$ cat src/rtl/asym_fifo_pack.sv
// Narrow-in / wide-out packing FIFO: DATA_WIDTH writes, 2*DATA_WIDTH reads of two consecutive entries.
// Optional sticky overflow/underflow flags are built when ASYM_FIFO_PACK_ERR_EN is defined.
module asym_fifo_pack #(
    parameter int DATA_WIDTH = 8,
    parameter int ADDR_WIDTH = 3
) (
    input  logic                    clk,
    input  logic                    reset,
    input  logic                    wr,
    input  logic                    rd,
    input  logic [DATA_WIDTH-1:0]   w_data,
    output logic [2*DATA_WIDTH-1:0] r_data,
    output logic                    full,
    output logic                    empty,
    output logic [ADDR_WIDTH:0]     level
`ifdef ASYM_FIFO_PACK_ERR_EN
    ,
    output logic                    overflow,
    output logic                    underflow
`endif
);

    localparam int DEPTH = 2 ** ADDR_WIDTH;
    localparam logic [ADDR_WIDTH:0] DEPTH_C = (ADDR_WIDTH + 1)'(DEPTH);
    localparam logic [ADDR_WIDTH:0] TWO_C   = (ADDR_WIDTH + 1)'(2);
    localparam logic [ADDR_WIDTH:0] ZERO_C  = (ADDR_WIDTH + 1)'(0);

    logic [DATA_WIDTH-1:0] mem_r [DEPTH];
    logic [ADDR_WIDTH-1:0] w_ptr_r;
    logic [ADDR_WIDTH-1:0] r_ptr_r;
    logic [ADDR_WIDTH-1:0] r_ptr_hi_s;
    logic [ADDR_WIDTH:0]   count_r;
    logic [ADDR_WIDTH:0]   count_next_s;
    logic                  full_s;
    logic                  empty_s;
    logic                  wr_ok_s;
    logic                  rd_ok_s;

    // Flags, acceptance and next occupancy, all derived from the current count.
    always_comb begin
        full_s       = (count_r == DEPTH_C);
        empty_s      = (count_r < TWO_C);
        wr_ok_s      = wr & ~full_s & ~reset;
        rd_ok_s      = rd & ~empty_s & ~reset;
        r_ptr_hi_s   = r_ptr_r + ADDR_WIDTH'(1);
        count_next_s = count_r + (ADDR_WIDTH + 1)'(wr_ok_s);
        if (rd_ok_s) begin
            count_next_s = count_next_s - TWO_C;
        end else begin
            count_next_s = count_next_s - ZERO_C;
        end
    end

    // Head pair read-out; r_ptr is always even so the pair never straddles the wrap.
    always_comb begin
        full  = full_s;
        empty = empty_s;
        level = count_r;
        if (empty_s) begin
            r_data = {(2 * DATA_WIDTH){1'b0}};
        end else begin
            r_data = {mem_r[r_ptr_hi_s], mem_r[r_ptr_r]};
        end
    end

    // Storage array; intentionally left unreset.
    always_ff @(posedge clk) begin
        if (wr_ok_s) begin
            mem_r[w_ptr_r] <= w_data;
        end
    end

    // Pointers and occupancy count.
    always_ff @(posedge clk) begin
        if (reset) begin
            w_ptr_r <= {ADDR_WIDTH{1'b0}};
            r_ptr_r <= {ADDR_WIDTH{1'b0}};
            count_r <= {(ADDR_WIDTH + 1){1'b0}};
        end else begin
            if (wr_ok_s) begin
                w_ptr_r <= w_ptr_r + ADDR_WIDTH'(1);
            end
            if (rd_ok_s) begin
                r_ptr_r <= r_ptr_r + ADDR_WIDTH'(2);
            end
            count_r <= count_next_s;
        end
    end

`ifdef ASYM_FIFO_PACK_ERR_EN
    // Sticky error flags, cleared only by reset.
    always_ff @(posedge clk) begin
        if (reset) begin
            overflow  <= 1'b0;
            underflow <= 1'b0;
        end else begin
            if (wr & full_s) begin
                overflow <= 1'b1;
            end
            if (rd & empty_s) begin
                underflow <= 1'b1;
            end
        end
    end
`endif

endmodule

$ cat config.mk
export PLATFORM = sky130hd
export DESIGN_NAME = asym_fifo_pack
export DESIGN_NICKNAME = d
export VERILOG_FILES = /design/src/rtl/asym_fifo_pack.sv
export SDC_FILE = /design/constraint.sdc
export NUM_CORES = 1
export LEC_CHECK = 0
export ABC_AREA = 1
export ABC_CLOCK_PERIOD_IN_PS = 2490
export BUFFER_PORTS_ARGS = -buffer_cell sky130_fd_sc_hd__buf_2
export CORE_ASPECT_RATIO = 1.1
export CORE_UTILIZATION = 55
export DETAILED_ROUTE_END_ITERATION = 16
export MAX_ROUTING_LAYER = met4
export PLACE_DENSITY = 0.75
export SYNTH_ARGS = -nofsm -noshare
export SYNTH_HDL_FRONTEND = slang
export SYNTH_SLANG_ARGS = --single-unit
$ cat constraint.sdc
create_clock -name clk -period 2.49 [get_ports clk]
set_input_delay 0.249 -clock clk [delete_from_list [all_inputs] [get_ports clk]]
set_output_delay 0.249 -clock clk [all_outputs]
set_load 0.03 [all_outputs]
==> metrics.md, run 1 <==
| Metric | Value |
|---|---|
| RSZ-0062 raised after global routing | no |
| Cell chain of the critical path | clkinv_1 > nor2_1 > o21ai_1 > a21oi_1 > buf_2 |
| Post-cts resize count | 0 |
| Least setup slack across all paths after layout | 294 ps |
| Startpoint of the worst hold path | w_data[4] |
| Share of the synthesized netlist area taken by xor and xnor gates | 0.279% |
| Run status | finished clean |
| Most used flip-flop cell after synthesis | edfxtp_1 |
| Input/output buffers | 33 |
| Routed wire length per instance | 14.5 um |
| Worst slack after detailed placement | 466 ps |
| Simple-gate share of the synthesized area | 15.6% |
| Critical Path Start Type | register |
| Number of DRC violations after detailed routing | 0 |
| Total clock buffers created by CTS | 9 |
| Final core utilization | 65.3% |
| First element of the critical path | r_ptr_r[2] |
| Critical path's slowest cell | dfxtp_1 |
| Post-synthesis instance total | 278 |
| Detailed-routed wire length on met3 | 333 um |
| Met1 wire length | 2.37 mm |
| Vias in the first global route | 2,022 |
| Worst skew pair latency | 340 ps |
| Fraction of layout cells with a size suffix above 1 | 20.3% |
| Length of the first detailed-routing pass in iterations | 4 |
| Maximum number of pins on one net before global-route repair | 20 |
| Cell area after synthesis | 3140 sq um |
| Commonest cells post-synth | 74 x nor2_1, 64 x edfxtp_1, 25 x o21ai_0 |
| Die outline width | 74.1 um |
| Clock tree buffer depth | 2 |
| Max-slew headroom at the worst pin | 56.0% |
| Post-CTS setup buffer count | 0 |
| Final WL | 5.80 mm |
| Synth-to-layout area growth | 12.8% |
| Final Slew Violations | 0 |
| Number of nets still failing antenna checks after routing | 0 |
| YS warnings | 0 |
| Area of the core | 5430 sq um |
| Power density relative to cell area | 795 nW/um^2 |
| Category of the most critical setup path | reg -> out |
| Count of final hold-check violations | 0 |
| Total Negative Setup Slacks | 0 ps |
| Fraction of the cycle the final worst path needs | 88.2% |
| Top cells by area, synth | edfxtp_1 61%, nor2_1 8.8%, dfxtp_1 7.0% |
| Max-cap violations | 0 |
| Sequential element share of the synthesized area | 68.1% |
| Number of synthesized register bits | 75 |
| Top routing layer used | met4 |
| Io pins | 34 |
| Starting density of the core | 57.9% |
| Mean number of vias per cell | 5.16 |
| Die height | 81.3 um |
| Worst Reg2Reg Path Length in Cells | 13 |
| Global-route wire length before repair | 9.14 mm |
| RR Startpoint | level[3] |
| Register-to-register path setup slack | 450 ps |
| Library cell with the highest instance count after synthesis | nor2_1 |
| Number of cells traversed by the worst hold path | 1 |
| Iteration-0 DRC count of the detailed router | 176 |
| Required time of the worst setup path | 2240 ps |
| Compound-gate portion of the synthesized area | 8.87% |
| Portion of synthesized cell area occupied by the leading cell type | 61.1% |
| Post-synthesis average cell area | 11.3 sq um |
| Highest clock frequency the design can meet | 0.455 GHz |
| H-tree levels | 3 |
| Final net count | 337 |
| Routability congestion estimate | 0.885 |
| CTS tree | yes |
| EDFF count, synth | 64 |
| Worst min path class | in -> reg |
| Multiplexer area fraction after synthesis | 0% |
| Setup Skew | 8.65 ps |
| Routed vias | 2,065 |
| End of the worst register-to-register path | level[2] |
| Overall global routing resource usage | 22.3% |
| Static leakage | 1.37 nW |
| Final period demand of the worst path | 2200 ps |
| Row count | 28 |
| Worst-case vdd ir drop | 566 uV |
| Die area | 6020 sq um |
| Total number of clock tree sinks | 75 |
| Critical path capture point type | primary output |
| Total nets after synthesis | 294 |
| Adder and majority gate portion of the synthesized area | 1.59% |
| Fraction of registers with async set or reset after synthesis | 0% |
| Distinct cell type count after synthesis | 28 |
| Antenna diode count | 0 |
| Global route overflow | 0 |
| HPWL reported at the end of detailed placement | 3.76 mm |
| Buffer type at the clock tree root | clkbuf_8 |
| Main combinational cell family by area after synthesis | simple AND/OR/NAND/NOR gates |
| Amount of wire on met2 after detailed routing | 3.01 mm |
| Worst-path clk slew | 70 ps |
| Worst-path fanout max | 11 |
| Hold buffers post-CTS | 0 |
| Final setup violation count | 0 |
| Post-synth top area cell | edfxtp_1 |
| Delay of the slowest critical-path stage | 570 ps |
| Initial antenna violation count | 0 |
| Hold EP | mem_r[6][4] |
| Transition time at the pin with the least slew margin | 658 ps |
| Signal arrival time at the worst endpoint | 1950 ps |
==> per-layer routing <==
| metal | GRT usage [%] | vias up |
|---|---|---|
| met3 | 4.34 | 10 |
| li1 | - | 1038 |
| met4 | 12.7 | 0 |
| met5 | - | - |
| met2 | 35.6 | 64 |
| met1 | 26.3 | 953 |
==> worst max-delay path, delay by kind of cell (launching register included) <==
| family | cells | cell delay (ps) |
|---|---|---|
| buffers and inverters | 2 | 620 |
| AO/OA/AOI/OAI | 2 | 230 |
| flip-flops | 1 | 570 |
| AND/OR/NAND/NOR | 1 | 180 |
==> flip-flops by register name, indices dropped and copies added (netlist names), named ones only <==
register  cells
r_ptr_r       2
mem_r        64
level         4
w_ptr_r       3
==> layout make-up <==
| type | count | area (sq um) |
|---|---|---|
| fill | 410 | 1880 |
| sequential | 75 | 2140 |
| tap | 75 | 93.8 |
| clock inverter | 4 | 42.5 |
| inverter | 18 | 75.1 |
| clock buffer | 11 | 131 |
| multi-input combinational | 175 | 830 |
| timing repair buffer | 42 | 233 |
==> logic make-up (layout without fill, tap and decap cells) <==
group	Yosys count	in the layout
simple gates	115	115
xor+xnor	1	1
compound gates	55	55
flops	75	75
fa+ha+maj	4	4
buf+inv	28	75
==> metrics by stage <==
stage | std cells | total power [mW] | hold WS [ps] | cell area [sq um]
floorplan | 278 | 1.87 | 348 | 3140
global route | 400 | 2.93 | 182 | 3550
global placement | 385 | 1.99 | 513 | 3370
detailed placement | 385 | 2.01 | 512 | 3370
finish | 400 | 2.82 | 192 | 3550
CTS | 400 | 2.83 | 183 | 3550
==> cell usage in the layout (no fill, tap or decap) <==
cell,synthesis,routed
a21oi_1,20,20
a21oi_2,1,1
buf_2,2,33
buf_4,1,9
bufinv_16,0,1
clkbuf_1,0,2
clkbuf_8,0,9
clkinv_1,1,3
clkinv_2,0,1
dfxtp_1,11,11
edfxtp_1,64,64
ha_1,4,4
inv_1,13,13
inv_2,2,2
inv_4,1,1
inv_6,1,1
nand2_1,21,21
nand2_2,2,2
nand2_4,2,2
nand3_1,7,7
nand3_2,1,1
nand4_1,1,1
nor2_1,74,74
nor2_2,1,1
nor2_4,2,2
nor3_1,4,4
o21ai_0,25,25
o21ai_1,9,9
xor2_1,1,1
==> worst max-delay path by stage <==
stage                 endpoint  slack [ps]
finish              r_data[12]         290
global route        r_data[12]         130
CTS                 r_data[12]         270
detailed placement    level[2]         470
global placement      level[2]         550
floorplan             level[2]         360
==> report_power, final <==
part           total [mW]  leakage [nW]  switching [mW]  internal [mW]
Clock               0.845        0.0882           0.396          0.450
Combinational       0.547         0.610           0.407          0.141
Sequential           1.43         0.668          0.0325           1.39
Total                2.82          1.37           0.835           1.98
Power figures use the tool's default switching activity.
==> inputs of run 2 (changes only) <==
CORE_UTILIZATION = 28   (was 55)
PLACE_DENSITY = not set   (was 0.75)
==> run 2 against run 1 <==
Compared with the run above:
- count of clock-buffer cells in the layout shrank 1
- global-route usage decreased by 10 points
- critical path type unchanged
- critical endpoint is now r_data[15]
- highest routed layer unchanged
- power is 26% higher
- clock power rose by 86%
==> metrics.md, run 2 (synthesis results as in run 1) <==
| Metric | Value |
|---|---|
| Run status | finished clean |
| Final core utilization | 35.1% |
| Register name with the most flops | mem_r |
| Fraction of layout cells with a size suffix above 1 | 21.5% |
| Final total power | 3.56 mW |
| Total Negative Setup Slacks | 0 ps |
| Die height | 113 um |
| Crit-path leading delay family | flip-flops |
| Transition time at the pin with the least slew margin | 664 ps |
| Vias in the first global route | 2,002 |
| Worst min path class | in -> reg |
| Hold EP | mem_r[0][7] |
| Category of the most critical setup path | reg -> out |
| Count of final hold-check violations | 0 |
| Setup Skew | 5.09 ps |
| Number of flip-flops under the largest register name | 64 |
| HPWL reported at the end of detailed placement | 4.26 mm |
| Total number of clock tree sinks | 75 |
| Antenna diode count | 0 |
| H-tree levels | 3 |
| Clock tree buffer depth | 2 |
| Required time of the worst setup path | 2240 ps |
| Final Slew Violations | 0 |
| Final setup violation count | 0 |
| Routability congestion estimate | 0.805 |
| Static leakage | 1.45 nW |
| Number of DRC violations after detailed routing | 0 |
| Routed vias | 2,075 |
| Worst-case vdd ir drop | 373 uV |
| Die area | 11,700 sq um |
| Register-to-register path setup slack | 370 ps |
| RR Startpoint | level[3] |
| Global route overflow | 0 |
| Worst-path fanout max | 11 |
| Length of the first detailed-routing pass in iterations | 4 |
| Power density relative to cell area | 929 nW/um^2 |
| Mean number of vias per cell | 4.39 |
| Max-slew headroom at the worst pin | 55.7% |
| Delay of the slowest critical-path stage | 570 ps |
| Critical path's slowest cell | dfxtp_1 |
| Post-route standard cell area excluding fillers | 3830 sq um |
| Hold buffers post-CTS | 0 |
| Final period demand of the worst path | 2140 ps |
| Signal arrival time at the worst endpoint | 1890 ps |
| Fraction of the cycle the final worst path needs | 85.9% |
| Placed instance area | 3460 sq um |
| Most common cell after layout, fill and taps aside | nor2_1 |
| Number of fill cells in the layout | 1,133 |
| Worst slack after detailed placement | 421 ps |
| Startpoint of the worst hold path | w_data[7] |
| Least setup slack across all paths after layout | 352 ps |
| Total clock buffers created by CTS | 9 |
| Synth-to-layout area growth | 21.8% |
| Die outline width | 103 um |
| Critical Path Start Type | register |
| Maximum number of pins on one net before global-route repair | 19 |
| Cell chain of the critical path | clkinv_1 > nor2_1 > o21ai_1 > a21oi_1 > buf_2 |
| Final net count | 337 |
| RSZ-0062 raised after global routing | no |
| Most frequent cells in the layout | 74 x nor2_1, 64 x edfxtp_1, 33 x buf_2 |
| Io pins | 34 |
| Post-cts resize count | 0 |
| Worst Reg2Reg Path Length in Cells | 13 |
| Buffer type at the clock tree root | clkbuf_16 |
| Max-cap violations | 0 |
| Worst skew pair latency | 320 ps |
| Buf+Inv Stages, Crit Path | 2 |
| Overall global routing resource usage | 12.1% |
| Routed wire length per instance | 13.6 um |
| Area of the core | 10,900 sq um |
| Worst-path clk slew | 60 ps |
| CTS tree | yes |
| Input/output buffers | 33 |
| End of the worst register-to-register path | level[2] |
| Critical path capture point type | primary output |
| Iteration-0 DRC count of the detailed router | 114 |
| Starting density of the core | 28.8% |
| Row count | 40 |
| Final WL | 6.45 mm |
| Global-route wire length before repair | 10.1 mm |
| Highest clock frequency the design can meet | 0.468 GHz |
| Initial antenna violation count | 0 |
| Number of cells traversed by the worst hold path | 1 |
| Number of nets still failing antenna checks after routing | 0 |
| Post-CTS setup buffer count | 0 |
[run 2: changes by cell type in the layout (fill, tap and decap cells not counted), sizes merged]
| cell | change |
|---|---|
| bufinv | +3 |
| clkinv | -3 |
| clkbuf | -1 |
| clkinvlp | +1 |
| inv | +1 |
[run 2: layer usage]
layer	wire (um)	vias to the layer above	global-route usage, %
met1	3010	989	14.8
met3	226	6	2.10
met5	0	-	-
met2	3140	39	19.4
met4	69	0	5.63
li1	-	1041	-
[run 2: final cells by class]
type,count,area (sq um),area share (%)
Timing Repair Buffer,42,233,6.08
Clock buffer,10,229,5.98
Multi-Input combinational cell,175,830,21.7
Sequential cell,75,2140,55.9
Clock inverter,6,136,3.56
Tap cell,147,184,4.80
Inverter,18,75.1,1.96
[run 2: worst max path at each step]
| stage | startpoint | end | slack (ps) | depth (start not counted) |
|---|---|---|---|---|
| after floorplan | level[3] | level[2] | 360 | 13 |
| after global placement | level[1] | level[2] | 530 | 12 |
| after detailed placement | level[1] | level[2] | 420 | 12 |
| after CTS | r_ptr_r[2] | r_data[15] | 310 | 5 |
| after global routing | level[3] | level[2] | 220 | 13 |
| final | r_ptr_r[2] | r_data[15] | 350 | 5 |
[run 2: power by group]
part           internal, mW  switching [mW]
clock                  1.08           0.491
sequential             1.40          0.0366
combinational         0.141           0.411
total                  2.62           0.938
[run 2: worst reg2reg max path, cell delays in order (launching register included)]
cell and delay, ps:
dfxtp_1 360, inv_1 100, nor2_1 140, nand2_2 110, nand2_4 110, inv_2 50
ha_1 210, ha_1 220, xor2_1 150, inv_1 80, ha_1 300, nand3_1 80
nand2_1 50, a21oi_1 100
[run 2: per-stage QoR]
step                cells  hold slack, ps
floorplan             278             348
global placement      457             515
detailed placement    457             514
CTS                   473             210
global route          473             224
finish                473             208
==> inputs of run 3 (changes only) <==
ABC_AREA = not set   (was 1)
==> run 3 against run 2 <==
Compared with the run above:
- global-route usage is 1.6 points lower
- power up 17%
- hold slack improved by 8.2 ps
- non-clock buffer count up 4
- clock power shrank 26%
- critical path type is now reg -> reg
- critical endpoint is now level[3]
- register-to-register slack worse by 250 ps
- cell area fell by 3.1%
==> metrics.md, run 3 <==
| Metric | Value |
|---|---|
| Number of fill cells in the layout | 988 |
| Final net count | 235 |
| Global route overflow | 0 |
| Length of the first detailed-routing pass in iterations | 4 |
| Run status | finished clean |
| Number of synthesized register bits | 75 |
| Number of cells traversed by the worst hold path | 1 |
| Cell area after synthesis | 3000 sq um |
| Transition time at the pin with the least slew margin | 622 ps |
| Die height | 110 um |
| Switching fraction of total power | 35.1% |
| Sequential Area | 2150 sq um |
| Category of the most critical setup path | reg -> reg |
| Gate power share | 34.0% |
| Clock tree buffer depth | 2 |
| Area taken by multi-input logic gates | 822 sq um |
| Total nets after synthesis | 185 |
| Number of DRC violations after detailed routing | 0 |
| Signal arrival time at the worst endpoint | 2590 ps |
| Hold EP | mem_r[6][4] |
| Critical Path Start Type | register |
| End of the worst register-to-register path | level[3] |
| Critical path capture point type | register |
| Worst slack after detailed placement | 78.5 ps |
| Overall global routing resource usage | 10.6% |
| Worst-path clk slew | 60 ps |
| Register name with the most flops | mem_r |
| Switching power | 1.46 mW |
| Total Negative Setup Slacks | 0 ps |
| HPWL reported at the end of detailed placement | 3.60 mm |
| Post-synthesis average cell area | 17.7 sq um |
| Row count | 39 |
| Hold buffers post-CTS | 0 |
| Number of flip-flops under the largest register name | 64 |
| Required time of the worst setup path | 2700 ps |
| Worst min path class | in -> reg |
| Most common cell after layout, fill and taps aside | edfxtp_1 |
| Total number of clock tree sinks | 75 |
| Global-route wire length before repair | 8.22 mm |
| Final setup violation count | 0 |
| Starting density of the core | 28.8% |
| Worst-path fanout max | 6 |
| Distinct cell type count after synthesis | 33 |
| Startpoint of the worst hold path | w_data[4] |
| Input/output buffers | 33 |
| Worst Reg2Reg Path Length in Cells | 10 |
| Least setup slack across all paths after layout | 116 ps |
| Most used flip-flop cell after synthesis | edfxtp_1 |
| Iteration-0 DRC count of the detailed router | 71 |
| Sequential element share of the synthesized area | 71.5% |
| Internal power consumption | 2.69 mW |
| EDFF count, synth | 64 |
| CTS tree | yes |
| Total clock buffers created by CTS | 9 |
| Io pins | 34 |
| Routability congestion estimate | 0.763 |
| Library cell with the highest instance count after synthesis | edfxtp_1 |
| First element of the critical path | level[2] |
| Number of nets still failing antenna checks after routing | 0 |
| Final period demand of the worst path | 2370 ps |
| Buffer type at the clock tree root | clkbuf_16 |
| YS warnings | 0 |
| Final Slew Violations | 0 |
| Maximum number of pins on one net before global-route repair | 18 |
| H-tree levels | 3 |
| Synth-to-layout area growth | 23.9% |
| Post-synthesis instance total | 169 |
| Routed vias | 1,565 |
| Die area | 11,100 sq um |
| RR Startpoint | level[2] |
| Fraction of registers with async set or reset after synthesis | 0% |
| Sequential power share | 38.2% |
| Register-to-register path setup slack | 120 ps |
| Fraction of the cycle the final worst path needs | 95.3% |
| Antenna diode count | 0 |
| Top cells by area, synth | edfxtp_1 64%, mux4_2 12%, dfxtp_1 7.4% |
| Count of final hold-check violations | 0 |
| Commonest cells post-synth | 64 x edfxtp_1, 18 x nor2b_1, 16 x mux4_2 |
| Vias in the first global route | 1,560 |
| Die outline width | 101 um |
| Max-slew headroom at the worst pin | 58.5% |
| Final WL | 5.28 mm |
| Post-synth top area cell | edfxtp_1 |
| Worst-case vdd ir drop | 514 uV |
| Worst skew pair latency | 320 ps |
| Power density relative to cell area | 1120 nW/um^2 |
| Setup Skew | 5.43 ps |
| RSZ-0062 raised after global routing | no |
| Most frequent cells in the layout | 64 x edfxtp_1, 33 x buf_2, 18 x nor2b_1 |
| Initial antenna violation count | 0 |
| Static leakage | 1.29 nW |
| Portion of total power attributed to the clock network | 27.8% |
| Max-cap violations | 0 |
| Portion of synthesized cell area occupied by the leading cell type | 64.2% |
| Routed wire length per instance | 14.4 um |
| Fraction of layout cells with a size suffix above 1 | 39.7% |
| Area of the core | 10,400 sq um |
| Highest clock frequency the design can meet | 0.421 GHz |
| Mean number of vias per cell | 4.26 |
run 3: cell count changes after synthesis, sizes merged, moves of 5 or more:
cell | before | now
nor2 | 77 | 9
o21ai | 34 | 3
nand2 | 25 | 2
a21oi | 21 | 1
nor2b | 0 | 18
mux4 | 0 | 16
inv | 17 | 6
buf | 9 | 4
run 3: final cells by class:
class	count	share of cell area, %
Timing Repair Buffer	46	7.08
Clock buffer	9	6.07
Sequential cell	75	57.9
Multi-Input combinational cell	81	22.2
Clock inverter	7	1.38
Inverter	6	0.607
Tap cell	143	4.82
run 3: power groups by stage:
stage	Clock, mW	Sequential, mW	Combinational [mW]
5_1_grt	1.24	1.62	1.53
6_report	1.16	1.59	1.41
4_1_cts	1.19	1.60	1.43
3_5_place_dp	0	1.62	1.43
3_3_place_gp	0	1.62	1.41
2_1_floorplan	0	1.58	1.05
run 3: repair_timing:
item / CTS / global route
endpoints found under the setup margin: 0 / 1
hold endpoints to repair: 0 / 0
buffers inserted: 0 / 1
gates resized for setup: 0 / 3
run 3: logic make-up (layout without fill, tap and decap cells):
kind of cell,Yosys count,in the layout,synth area share (%)
xor gates and xnor gates,4,4,1.17
AOI/OAI and AO/OA,10,10,2.42
adders and majority gates,4,4,1.67
muxes,18,18,12.8
DFF,75,75,71.5
and+or+nand+nor,45,45,8.56
buffers and inverters,13,68,1.88
run 3: worst max-delay path by stage:
| stage | to | slack, ps | depth (start not counted) |
|---|---|---|---|
| final | level[3] | 120 | 10 |
| after global routing | level[3] | 10 | 10 |
| after CTS | level[3] | 60 | 10 |
| after detailed placement | level[3] | 80 | 10 |
| after global placement | level[3] | 120 | 10 |
| after floorplan | level[3] | 8 | 11 |
run 3: per-layer routing:
metal,vias up,GRT usage [%],wire length [um]
li1,758,-,-
met1,773,12.2,2260
met2,32,16.9,2830
met3,2,4.18,172
met4,0,2.90,26
met5,-,-,0
run 3: critical path: stages, from the launching register on:
cell and delay, ps:
dfxtp_4 340, or4b_4 550, nand3_4 100, inv_1 60, ha_2 180, ha_1 210, xnor2_2 140, ha_2 190
a21bo_2 210, a21o_1 160, o2111a_1 120
run 3: stage by stage:
stage | cells | util [%] | hold slack (ps) | instance area (sq um) | total power, mW
after floorplan | 169 | - | 348 | 3020 | 2.63
after global placement | 350 | 32.9 | 531 | 3420 | 3.03
after detailed placement | 350 | 32.9 | 537 | 3420 | 3.05
after CTS | 366 | 35.5 | 203 | 3690 | 4.21
after global routing | 367 | 35.7 | 210 | 3710 | 4.39
final | 367 | 35.7 | 216 | 3710 | 4.15
